### config.mk
export PLATFORM = sky130hd
export DESIGN_NAME = audio_in_capture
export DESIGN_NICKNAME = d
export VERILOG_FILES = /design/src/rtl/audio_in_capture.sv
export SDC_FILE = /design/constraint.sdc
export NUM_CORES = 1
export LEC_CHECK = 0
export BUFFER_PORTS_ARGS = -buffer_cell sky130_fd_sc_hd__buf_4
export CAP_MARGIN = 20
export CORE_MARGIN = 2
export CORE_UTILIZATION = 50
export CTS_BUF_LIST = sky130_fd_sc_hd__clkbuf_4
export DETAILED_ROUTE_END_ITERATION = 7
export PLACE_DENSITY = 0.78
export SLEW_MARGIN = 10
export SYNTH_ARGS = -nofsm -noshare
export SYNTH_HDL_FRONTEND = slang
export SYNTH_SLANG_ARGS = --single-unit
export TNS_END_PERCENT = 50
### constraint.sdc
create_clock -name CLOCK_50 -period 12.1 [get_ports CLOCK_50]
set_input_delay 2.42 -clock CLOCK_50 [delete_from_list [all_inputs] [get_ports CLOCK_50]]
set_output_delay 2.42 -clock CLOCK_50 [all_outputs]
set_load 0.005 [all_outputs]
### src/rtl/audio_in_capture.sv
// WM8731 ADC (I2S, codec master) receiver: oversampled deserializer feeding a show-ahead
// stereo frame FIFO, all in the CLOCK_50 domain.
module audio_in_capture #(
    parameter int DATA_WIDTH = 16,
    parameter int FIFO_DEPTH = 8
) (
    input  logic                          CLOCK_50,
    input  logic                          reset,
    input  logic                          AUD_BCLK,
    input  logic                          AUD_ADCLRCK,
    input  logic                          AUD_ADCDAT,
    input  logic                          enable,
    input  logic                          rd_en,
    input  logic                          clear_overflow,
    output logic [2*DATA_WIDTH-1:0]       rd_data,
    output logic                          fifo_empty,
    output logic                          fifo_full,
    output logic [$clog2(FIFO_DEPTH):0]   fill_level,
    output logic                          overflow
);
    localparam int AW = $clog2(FIFO_DEPTH);
    localparam int CW = AW + 1;
    localparam int BW = $clog2(DATA_WIDTH);
    localparam logic [BW-1:0] LastBit = BW'(DATA_WIDTH - 1);

    typedef enum logic [2:0] {StIdle, StAlign, StSkip, StShift, StWait} state_t;

    logic [1:0] bclk_sync, lr_sync, dat_sync;
    logic       bclk_hist, lr_hist;
    logic       bclk_rise, lr_rise, lr_fall;

    state_t                  state_q;
    logic                    chan_right_q;
    logic [BW-1:0]           bit_cnt_q;
    logic [DATA_WIDTH-2:0]   shift_q;
    logic [DATA_WIDTH-1:0]   left_hold_q;
    logic [DATA_WIDTH-1:0]   word;
    logic                    push_q;
    logic [2*DATA_WIDTH-1:0] push_frame_q;

    logic [2*DATA_WIDTH-1:0] mem [FIFO_DEPTH];
    logic [AW-1:0]           wr_ptr_q, rd_ptr_q;
    logic [CW-1:0]           count_q, count_d;
    logic                    full_q, empty_q, ovf_q;
    logic                    do_push, do_pop;

    // LRCK history only advances on BCLK rises, so its edges line up with a bit slot.
    always_ff @(posedge CLOCK_50 or posedge reset) begin
        if (reset) begin
            bclk_sync <= '0;
            lr_sync   <= '0;
            dat_sync  <= '0;
            bclk_hist <= 1'b0;
            lr_hist   <= 1'b0;
        end else begin
            bclk_sync <= {bclk_sync[0], AUD_BCLK};
            lr_sync   <= {lr_sync[0], AUD_ADCLRCK};
            dat_sync  <= {dat_sync[0], AUD_ADCDAT};
            bclk_hist <= bclk_sync[1];
            if (bclk_rise) lr_hist <= lr_sync[1];
        end
    end

    assign bclk_rise = bclk_sync[1] & ~bclk_hist;
    assign lr_rise   = bclk_rise & lr_sync[1] & ~lr_hist;
    assign lr_fall   = bclk_rise & ~lr_sync[1] & lr_hist;
    assign word      = {shift_q, dat_sync[1]};

    // The rise that reveals the LRCK edge carries the I2S delay bit, so SKIP lasts one cycle
    // and the MSB arrives on the following rise.
    always_ff @(posedge CLOCK_50 or posedge reset) begin
        if (reset) begin
            state_q      <= StIdle;
            chan_right_q <= 1'b0;
            bit_cnt_q    <= '0;
            shift_q      <= '0;
            left_hold_q  <= '0;
            push_q       <= 1'b0;
            push_frame_q <= '0;
        end else begin
            push_q <= 1'b0;
            if (!enable) begin
                state_q <= StIdle;
            end else begin
                unique case (state_q)
                    StIdle: state_q <= StAlign;
                    StAlign: begin
                        if (lr_fall) begin
                            state_q      <= StSkip;
                            chan_right_q <= 1'b0;
                        end
                    end
                    StSkip: begin
                        state_q   <= StShift;
                        bit_cnt_q <= '0;
                    end
                    StShift: begin
                        if (lr_rise || lr_fall) begin
                            state_q <= StAlign;
                        end else if (bclk_rise) begin
                            shift_q   <= word[DATA_WIDTH-2:0];
                            bit_cnt_q <= bit_cnt_q + BW'(1);
                            if (bit_cnt_q == LastBit) begin
                                state_q <= StWait;
                                if (chan_right_q) begin
                                    push_q       <= 1'b1;
                                    push_frame_q <= {left_hold_q, word};
                                end else begin
                                    left_hold_q <= word;
                                end
                            end
                        end
                    end
                    StWait: begin
                        // Expected edge is the opposite of the current channel's level.
                        if (lr_rise || lr_fall) begin
                            if (lr_rise != chan_right_q) begin
                                state_q      <= StSkip;
                                chan_right_q <= lr_rise;
                            end else begin
                                state_q <= StAlign;
                            end
                        end
                    end
                    default: state_q <= StIdle;
                endcase
            end
        end
    end

    assign do_pop  = rd_en & ~empty_q;
    assign do_push = push_q & (~full_q | do_pop);

    always_comb begin
        count_d = count_q;
        if (do_push && !do_pop) begin
            count_d = count_q + CW'(1);
        end else if (!do_push && do_pop) begin
            count_d = count_q - CW'(1);
        end
    end

    always_ff @(posedge CLOCK_50) begin
        if (do_push) mem[wr_ptr_q] <= push_frame_q;
    end

    always_ff @(posedge CLOCK_50 or posedge reset) begin
        if (reset) begin
            wr_ptr_q <= '0;
            rd_ptr_q <= '0;
            count_q  <= '0;
            full_q   <= 1'b0;
            empty_q  <= 1'b1;
            ovf_q    <= 1'b0;
        end else begin
            if (do_push) wr_ptr_q <= wr_ptr_q + AW'(1);
            if (do_pop)  rd_ptr_q <= rd_ptr_q + AW'(1);
            count_q <= count_d;
            full_q  <= (count_d == CW'(FIFO_DEPTH));
            empty_q <= (count_d == '0);
            if (push_q && full_q && !do_pop) begin
                ovf_q <= 1'b1;
            end else if (clear_overflow) begin
                ovf_q <= 1'b0;
            end
        end
    end

    // Storage is not reset; masking keeps rd_data at zero whenever nothing is queued.
    assign rd_data    = empty_q ? '0 : mem[rd_ptr_q];
    assign fifo_empty = empty_q;
    assign fifo_full  = full_q;
    assign fill_level = count_q;
    assign overflow   = ovf_q;
endmodule

Yosys cells after proc, flatten, opt, wreduce, memory -nomap -nowiden
Memory sizes are Yosys's and may differ from the RTL's.
Index checks and enable logic that the tools add are counted.
{"block": "word_totals", "regBits": 93, "latch_bits": 0, "mem_bits_rw": 256, "romBits": 0, "input_bits": 8, "output_inout_bits": 39, "word_cells": 101, "n_memories": 1}
{"memory": "mem", "depth": 8, "word_bits": 32, "read_ports": 1, "rd_clocked_by_memory_dff": 0, "wr": 1, "line_no": "41", "text": "logic [2*DATA_WIDTH-1:0] mem [FIFO_DEPTH];"}
{"block": "classes", "n_addsub": 5, "multipliers": 0, "div": 0, "n_lt_le_gt_ge": 0, "n_eq_ne": 16, "shifts": 0, "muxes": 28, "bitwise_logic": 15, "n_reduce_logical": 18}
{"op": "32-bit 2-to-1 mux", "count": 1}
{"op": "3-bit 2-to-1 mux", "count": 6}
{"op": "4-bit 2-to-1 mux", "count": 4}
{"op": "3-bit one-hot mux with 5 select lines", "count": 1}
{"op": "1-bit 2-to-1 mux", "count": 13}
{"op": "4-bit AND reduction", "count": 3}
{"op": "6-bit AND reduction", "count": 2}
{"op": "2-bit != test (second input constant)", "count": 5}
{"op": "4-bit by 1-bit adder with 4-bit output (second input constant)", "count": 2}
{"op": "4-bit == test (second input constant)", "count": 2}
{"op": "4-bit != test (second input constant)", "count": 2}
{"op": "4-bit one-hot mux with 2 select lines", "count": 1}
{"op": "1-bit bitwise AND", "count": 7}
{"op": "1-bit inverter", "count": 7}
{"op": "3-bit by 1-bit adder with 3-bit output (second input constant)", "count": 2}
{"op": "3-bit by 2-bit == test with 1-bit output (second input constant)", "count": 2}
{"op": "3-bit != test (second input constant)", "count": 2}
{"op": "2-bit nonzero test", "count": 3}
{"op": "5-bit AND reduction", "count": 1}
{"op": "1-bit logical AND", "count": 4}
{"op": "4-bit logical NOT", "count": 1}
{"op": "4-bit by 1-bit subtractor with 4-bit output (second input constant)", "count": 1}
{"op": "3-bit by 1-bit == test with 1-bit output (second input constant)", "count": 1}
{"op": "3-bit == test (second input constant)", "count": 1}
{"op": "7 further kinds", "count": 8}

Depth between registers and ports, before layout
Gate-level depths: netlist of run 1.
{"block": "depth", "depth_word": 9, "mapped_depth": 7, "depth_no_buf": 6}

Worst setup path before layout of run 1
Ideal clock, no wire load.
{"block": "synth_timing", "path_kind": "input to register", "startpoint": "input rd_en", "endpoint": "memory mem[1][0] (netlist bit), enable pin", "setup_time_ns": 0.461, "arrival_time_ns": 5.467, "required_ns": 11.639, "slack_ns": 6.172, "stages": 5, "path_buffers": 1, "cell_sequence": "nand2b_1 -> clkbuf_1 -> a21boi_0 -> nand2_1 -> nor3_1"}
{"block": "synth_via", "elab_chain_cells": 5}
{"element": "start: declaration", "line_no": "13", "text": "input logic rd_en,"}
{"element": "1-bit bitwise AND", "line_no": "131", "text": "assign do_pop = rd_en & ~empty_q;"}
{"element": "1-bit bitwise OR", "line_no": "132", "text": "assign do_push = push_q & (~full_q | do_pop);"}
{"element": "1-bit bitwise AND", "line_no": "132"}
{"element": "1-bit 2-to-1 mux", "line_no": "144", "text": "if (do_push) mem[wr_ptr_q] <= push_frame_q;"}
{"element": "1-bit 2-to-1 mux (not written as such)", "line_no": "144"}
{"element": "end: declaration", "line_no": "41"}
Every way passes these cells.

Worst setup path in the final report of run 1
{"block": "layout_timing", "startpoint": "register rd_ptr_q[0]", "endpoint": "output rd_data[26]"}
{"block": "layout_via", "elab_chain_cells": 2}
{"element": "start: declaration", "line_no": "42", "text": "logic [AW-1:0] wr_ptr_q, rd_ptr_q;"}
{"element": "start signal: assignment", "line_no": "157", "text": "if (do_pop) rd_ptr_q <= rd_ptr_q + AW'(1);"}
{"element": "memory read 8 x 32 bit"}
{"element": "32-bit 2-to-1 mux", "line_no": "170", "text": "assign rd_data = empty_q ? '0 : mem[rd_ptr_q];"}
{"element": "end: declaration", "line_no": "15", "text": "output logic [2*DATA_WIDTH-1:0] rd_data,"}
Every way passes these cells.

==> qor.csv, run 1 <==
metric;value;unit
setup_viol;0;
synth-seq-area-share;72.4;%
relSlewSlack;35.9;%
io_buffer_count;46;
hp-class;register to register;
slew_viol_final;0;
setup_tns;0;ns
start_util;51.2;%
syn_area;0.0138;mm2
ys_ff_latch;349;
finalNetCount;831;
ir_worst_vdd;0.106;mV
dpl.hpwl;13800;um
final_cell_mix;edfxtp_1 (256), clkbuf_4 (134), dfrtp_1 (89);
slowest_stage;dfrtp_4;
status;complete, no violations;
clock_latency;0.69;ns
holdBufCountCts;0;
cts_tree;yes;
drc;0;
cap_violations;0;
ant_nets;0;
synth-async-reset-ratio;26.6;%
globalplace.congestion;0.795;
critPathTopFamily;buffers and inverters;
cts_buffers;85;
grt_max_degree;65;
grt-ovfl-total;0;
h-tree-depth;3;
post_cts_buffers;0;
path_buf_inv;2;
rows;60;
numClockSinks;349;
fin_crit_sh;47.2;%
postCtsResizedCells;0;
yosysWarnings;0;
design_area;0.0157;mm2
ys_types;55;
worstSetupEndpointType;output pin;
clock_skew;0.0282;ns
avgViaCountPerCell;5.55;
worst_pin_slew;0.959;ns
period_minus_slack;5.71;ns
dieHeight;170;um
num_vias;6846;
rsz0062_at_grt;no;
synth_cells;706;
core;0.0270;mm2
clock-root-buffer;clkbuf_4;
max_clock_freq;175;MHz
hold_ws;0.338;ns
critPathMaxStageDelay;0.80;ns
path_class;register to output pin;
crit_top_cell;buf_4;
drive_gt1_share;38.7;%
io_pins;47;
cts.clk_slew.worst_paths;0.07;ns
drt-initial-drc-count;515;
dpl_cell_area;0.0146;mm2
clockBufferDepth;3;
worstPathArrival;3.29;ns
drt_pass1_iterations;6;
grtUsageTotal;18.3;%
die_w;170;um
synth_nets;719;
path_max_fanout;40;
wire_per_inst;20.2;um
area_growth;13.9;%
wirelength;24900;um
hold_viol;0;
leakage;6.40;nW
final_common_cell;edfxtp_1;
critPathLaunchType;register;
dieArea;0.0290;mm2
powerDensity;183;mW/mm2
cp.required;9.68;ns
grt_pass1_wl;39900;um
synth.avg_cell_area;19.6;um2
grt_pass1_vias;7200;
antenna_found_initial;1;
critical_path.cell_chain;buf_4 > mux4_2 > mux2i_1 > nor2_1 > buf_4;
ys.flop_type;edfxtp_1;
synth_edf_count;256;
Yosys cell counts, drive strengths merged (4+ instances only):
master | instances | area share (%)
o21ai | 7 | 0.25
nand3 | 6 | 0.22
nor2 | 43 | 1.2
buf | 18 | 1.1
inv | 8 | 0.22
clkbuf | 16 | 0.43
mux2 | 65 | 6.1
edfxtp | 256 | 56
mux2i | 32 | 2.3
ha | 5 | 0.45
mux4 | 64 | 10
a21oi | 5 | 0.18
a211oi | 4 | 0.22
dfrtp | 92 | 17
nand2b | 10 | 0.45
nand2 | 13 | 0.35
nor3 | 8 | 0.45
xnor2 | 6 | 0.38
power by group:
part           internal, W  total [W]  leakage, nW  switching (W)
sequential         0.00129    0.00136         3.99      0.0000647
clock             0.000549   0.000993        0.695       0.000444
combinational     0.000290   0.000528         1.71       0.000238
total              0.00213    0.00288         6.40       0.000747
worst paths after layout:
check                            start               end  slack (ns)  depth (start not counted)
setup reg to reg            fifo_empty        mem[7][16]        8.74                          5
hold / removal             dat_sync[0]       dat_sync[1]        0.34                          0
max in group asynchronous        reset  push_frame_q[17]        9.23                          3
setup / recovery           rd_ptr_q[0]       rd_data[26]        6.39                          5
min in group asynchronous        reset       dat_sync[1]        1.73                          2
hold reg to reg            dat_sync[0]       dat_sync[1]        0.34                          0
layer usage:
metal / share of wire, % / GRT usage, %
met5: 0 / 0
met3: 5.1 / 4.05
met1: 43 / 24.7
met4: 1.8 / 6.95
met2: 50 / 29.3
registers in the layout, indices dropped and copies added, names as in the netlist:
name	flops
shift_q	15
wr_ptr_q	3
left_hold_q	16
bclk_hist	1
push_frame_q	32
lr_hist	1
push_q	1
chan_right_q	1
mem	256
rd_ptr_q	3
lr_sync	2
fifo_empty	1
state_q	3
bit_cnt_q	4
fifo_full	1
fill_level	4
dat_sync	2
bclk_sync	2
overflow	1
area by class of cell:
cell class                      instances  area, um2
Clock inverter                         26        161
Sequential cell                       349      10000
Timing Repair Buffer                   59        468
Multi-Input combinational cell        315       3620
Clock buffer                          134       1010
Antenna cell                            1       2.50
Fill cell                            2019      11300
Inverter                                8       32.5
Tap cell                              341        427
logic make-up after synthesis:
logic type	share of synthesized area, %
flops	72.4
buf+inv	1.76
compound gates	1.76
fa+ha+maj	0.452
xor+xnor	0.561
simple gates	4.19
mux	18.8
stage by stage:
stage               power [W]  setup slack, ns  util, %  std cells
global route          0.00303             6.07     58.3       1233
finish                0.00288             6.39     58.3       1233
detailed placement    0.00193             6.99     53.9       1072
floorplan             0.00174             6.17        -        706
CTS                   0.00292             6.21     58.2       1232
global placement      0.00192             7.00     53.8       1070
No activity file was read; power rests on OpenSTA's default activity.
==> run 2, diff against run 1 <==
==> constraint.sdc (replaced) <==
create_clock -name CLOCK_50 -period 5.9 [get_ports CLOCK_50]
set_input_delay 1.18 -clock CLOCK_50 [delete_from_list [all_inputs] [get_ports CLOCK_50]]
set_output_delay 1.18 -clock CLOCK_50 [all_outputs]
set_load 0.005 [all_outputs]
==> run 2 against run 1 <==
  * Via count grew 1.6%
  * Final cell count shrank 0.16%
  * Combinational power grew 93%
  * Clock power grew 110%
==> qor.csv, run 2 (synthesized netlist as in run 1, its figures left out) <==
metric;value;unit;change
status;complete, no violations;;unchanged
slew_viol_final;0;;unchanged
path_max_fanout;37;;was 40
cp.required;4.72;ns;was 9.68 ns
final_common_cell;edfxtp_1;;unchanged
top_regs;mem: 256 flops, push_frame_q: 32 flops, left_hold_q: 16 flops;;unchanged
start_util;51.2;%;unchanged
whs_path_depth;0;;unchanged
path_class;register to output pin;;unchanged
post_cts_buffers;0;;unchanged
cts_tree;yes;;unchanged
area_growth;14.8;%;was 13.9%
drt-initial-drc-count;586;;was 515
crit_top_cell;buf_4;;unchanged
cell_internal_pwr;0.00441;W;was 0.00213 W
fillers;1982;;was 2,019
path_buf_inv;2;;unchanged
grt_pass1_wl;40500;um;was 39,900 um
clockBufferDepth;3;;unchanged
period_minus_slack;4.18;ns;
grt-ovfl-total;0;;unchanged
p_switching;0.00153;W;was 0.000747 W
relSlewSlack;31.7;%;was 35.9%
grt_busiest_layer;met2;;unchanged
globalplace.congestion;0.769;;was 0.795
power_frac_comb;17.2;%;was 18.3%
die_w;170;um;unchanged
io_pins;47;;unchanged
rows;60;;unchanged
drive_gt1_share;38.2;%;was 38.7%
h-tree-depth;3;;unchanged
wirelength;25800;um;was 24,900 um
leakage;6.48;nW;was 6.40 nW
ir_worst_vdd;0.267;mV;was 0.106 mV
clock-root-buffer;clkbuf_4;;unchanged
core;0.0270;mm2;unchanged
fin_crit_sh;70.8;%;
worstSetupEndpointType;output pin;;unchanged
io_buffer_count;46;;unchanged
grtUsageTotal;18.6;%;was 18.3%
cap_violations;0;;unchanged
numClockSinks;349;;unchanged
wire_per_inst;21.0;um;was 20.2 um
ant_nets;0;;unchanged
finalNetCount;833;;was 831
critPathTopFamily;flip-flops;;was buffers and inverters
cts_buffers;84;;was 85
avgViaCountPerCell;5.65;;was 5.55
rsz0062_at_grt;no;;unchanged
largest_reg_flops;256;;unchanged
critPathLaunchType;register;;unchanged
worstRegToRegCells;5;;unchanged
dieHeight;170;um;unchanged
grtUsageMet1;24.0;%;was 24.7%
drc;0;;unchanged
design_area;0.0159;mm2;was 0.0157 mm2
grt_pass1_vias;7383;;was 7,200
powerDensity;374;mW/mm2;was 183 mW/mm2
critPathMaxStageDelay;0.89;ns;was 0.80 ns
hold_viol;0;;unchanged
worst_pin_slew;1.02;ns;was 0.959 ns
met3_usage;3.98;%;was 4.05%
grt_max_degree;74;;was 65
clock_latency;0.69;ns;about the same
worstPathArrival;3.00;ns;was 3.29 ns
postCtsResizedCells;0;;unchanged
critical_path.cell_chain;buf_4 > mux4_2 > mux2i_1 > nor2_1 > buf_4;;unchanged
worst-path-stages;5;;unchanged
setup_viol;0;;unchanged
p_sw_share;25.8;%;was 25.9%
clock_skew;0.0386;ns;was 0.0282 ns
dieArea;0.0290;mm2;unchanged
slowest_stage;dfrtp_2;;was dfrtp_4
antenna_found_initial;1;;unchanged
holdBufCountCts;0;;unchanged
hold_ws;0.347;ns;was 0.338 ns
dpl_cell_area;0.0146;mm2;about the same
cts.clk_slew.worst_paths;0.06;ns;was 0.07 ns
p_clk_share;34.9;%;was 34.5%
setup_tns;0;ns;unchanged
hp-class;register to register;;unchanged
regMostFlops;mem;;unchanged
p_seq_share;48.0;%;was 47.2%
dpl.hpwl;15000;um;was 13,800 um
use_met2;31.0;%;was 29.3%
drt_pass1_iterations;5;;was 6
max_clock_freq;239;MHz;
num_vias;6957;;was 6,846
final_cell_mix;edfxtp_1 (256), clkbuf_4 (126), dfrtp_1 (89);;was edfxtp_1 (256), clkbuf_4 (134), dfrtp_1 (89)
## run 2: metrics by stage
step,power (W),utilization (%),cells,setup slack (ns)
finish,0.00594,58.7,1231,1.72
global route,0.00623,58.7,1231,1.51
detailed placement,0.00395,54.0,1071,2.02
floorplan,0.00357,-,706,1.21
CTS,0.00602,58.3,1226,1.60
global placement,0.00393,53.8,1069,2.06
## run 2: layout make-up
class | instances | area, um2 | area share [%]
clock inverter | 29 | 229 | 1.44
inverter | 8 | 32.5 | 0.205
tap | 341 | 427 | 2.69
sequential | 349 | 10000 | 63.2
multi-input combinational | 315 | 3620 | 22.8
timing repair buffer | 62 | 586 | 3.69
clock buffer | 126 | 946 | 5.96
antenna | 1 | 2.50 | 0.0158
## run 2: path summary, 6_finish.rpt
check                      slack, ns        start         endpoint
min in group asynchronous       0.45        reset    fill_level[3]
max in group asynchronous       4.26        reset  push_frame_q[3]
max                             1.72  rd_ptr_q[1]      rd_data[14]
min reg2reg                     0.35   lr_sync[0]       lr_sync[1]
max reg2reg                     2.65    bclk_hist  push_frame_q[3]
min                             0.35   lr_sync[0]       lr_sync[1]
## run 2: power by group through the flow
stage / clock, W / combinational [W] / sequential [W]
CTS: 0.00212 / 0.00105 / 0.00285
detailed placement: 0 / 0.00105 / 0.00290
floorplan: 0 / 0.000828 / 0.00274
global placement: 0 / 0.00103 / 0.00290
finish: 0.00207 / 0.00102 / 0.00285
global route: 0.00224 / 0.00112 / 0.00286
## run 2: layer usage
layer,routed length [um],vias up,share of wire (%)
li1,-,3094,-
met1,10900,3611,42
met2,13100,204,51
met3,1190,48,4.6
met4,592,0,2.3
met5,0,-,0
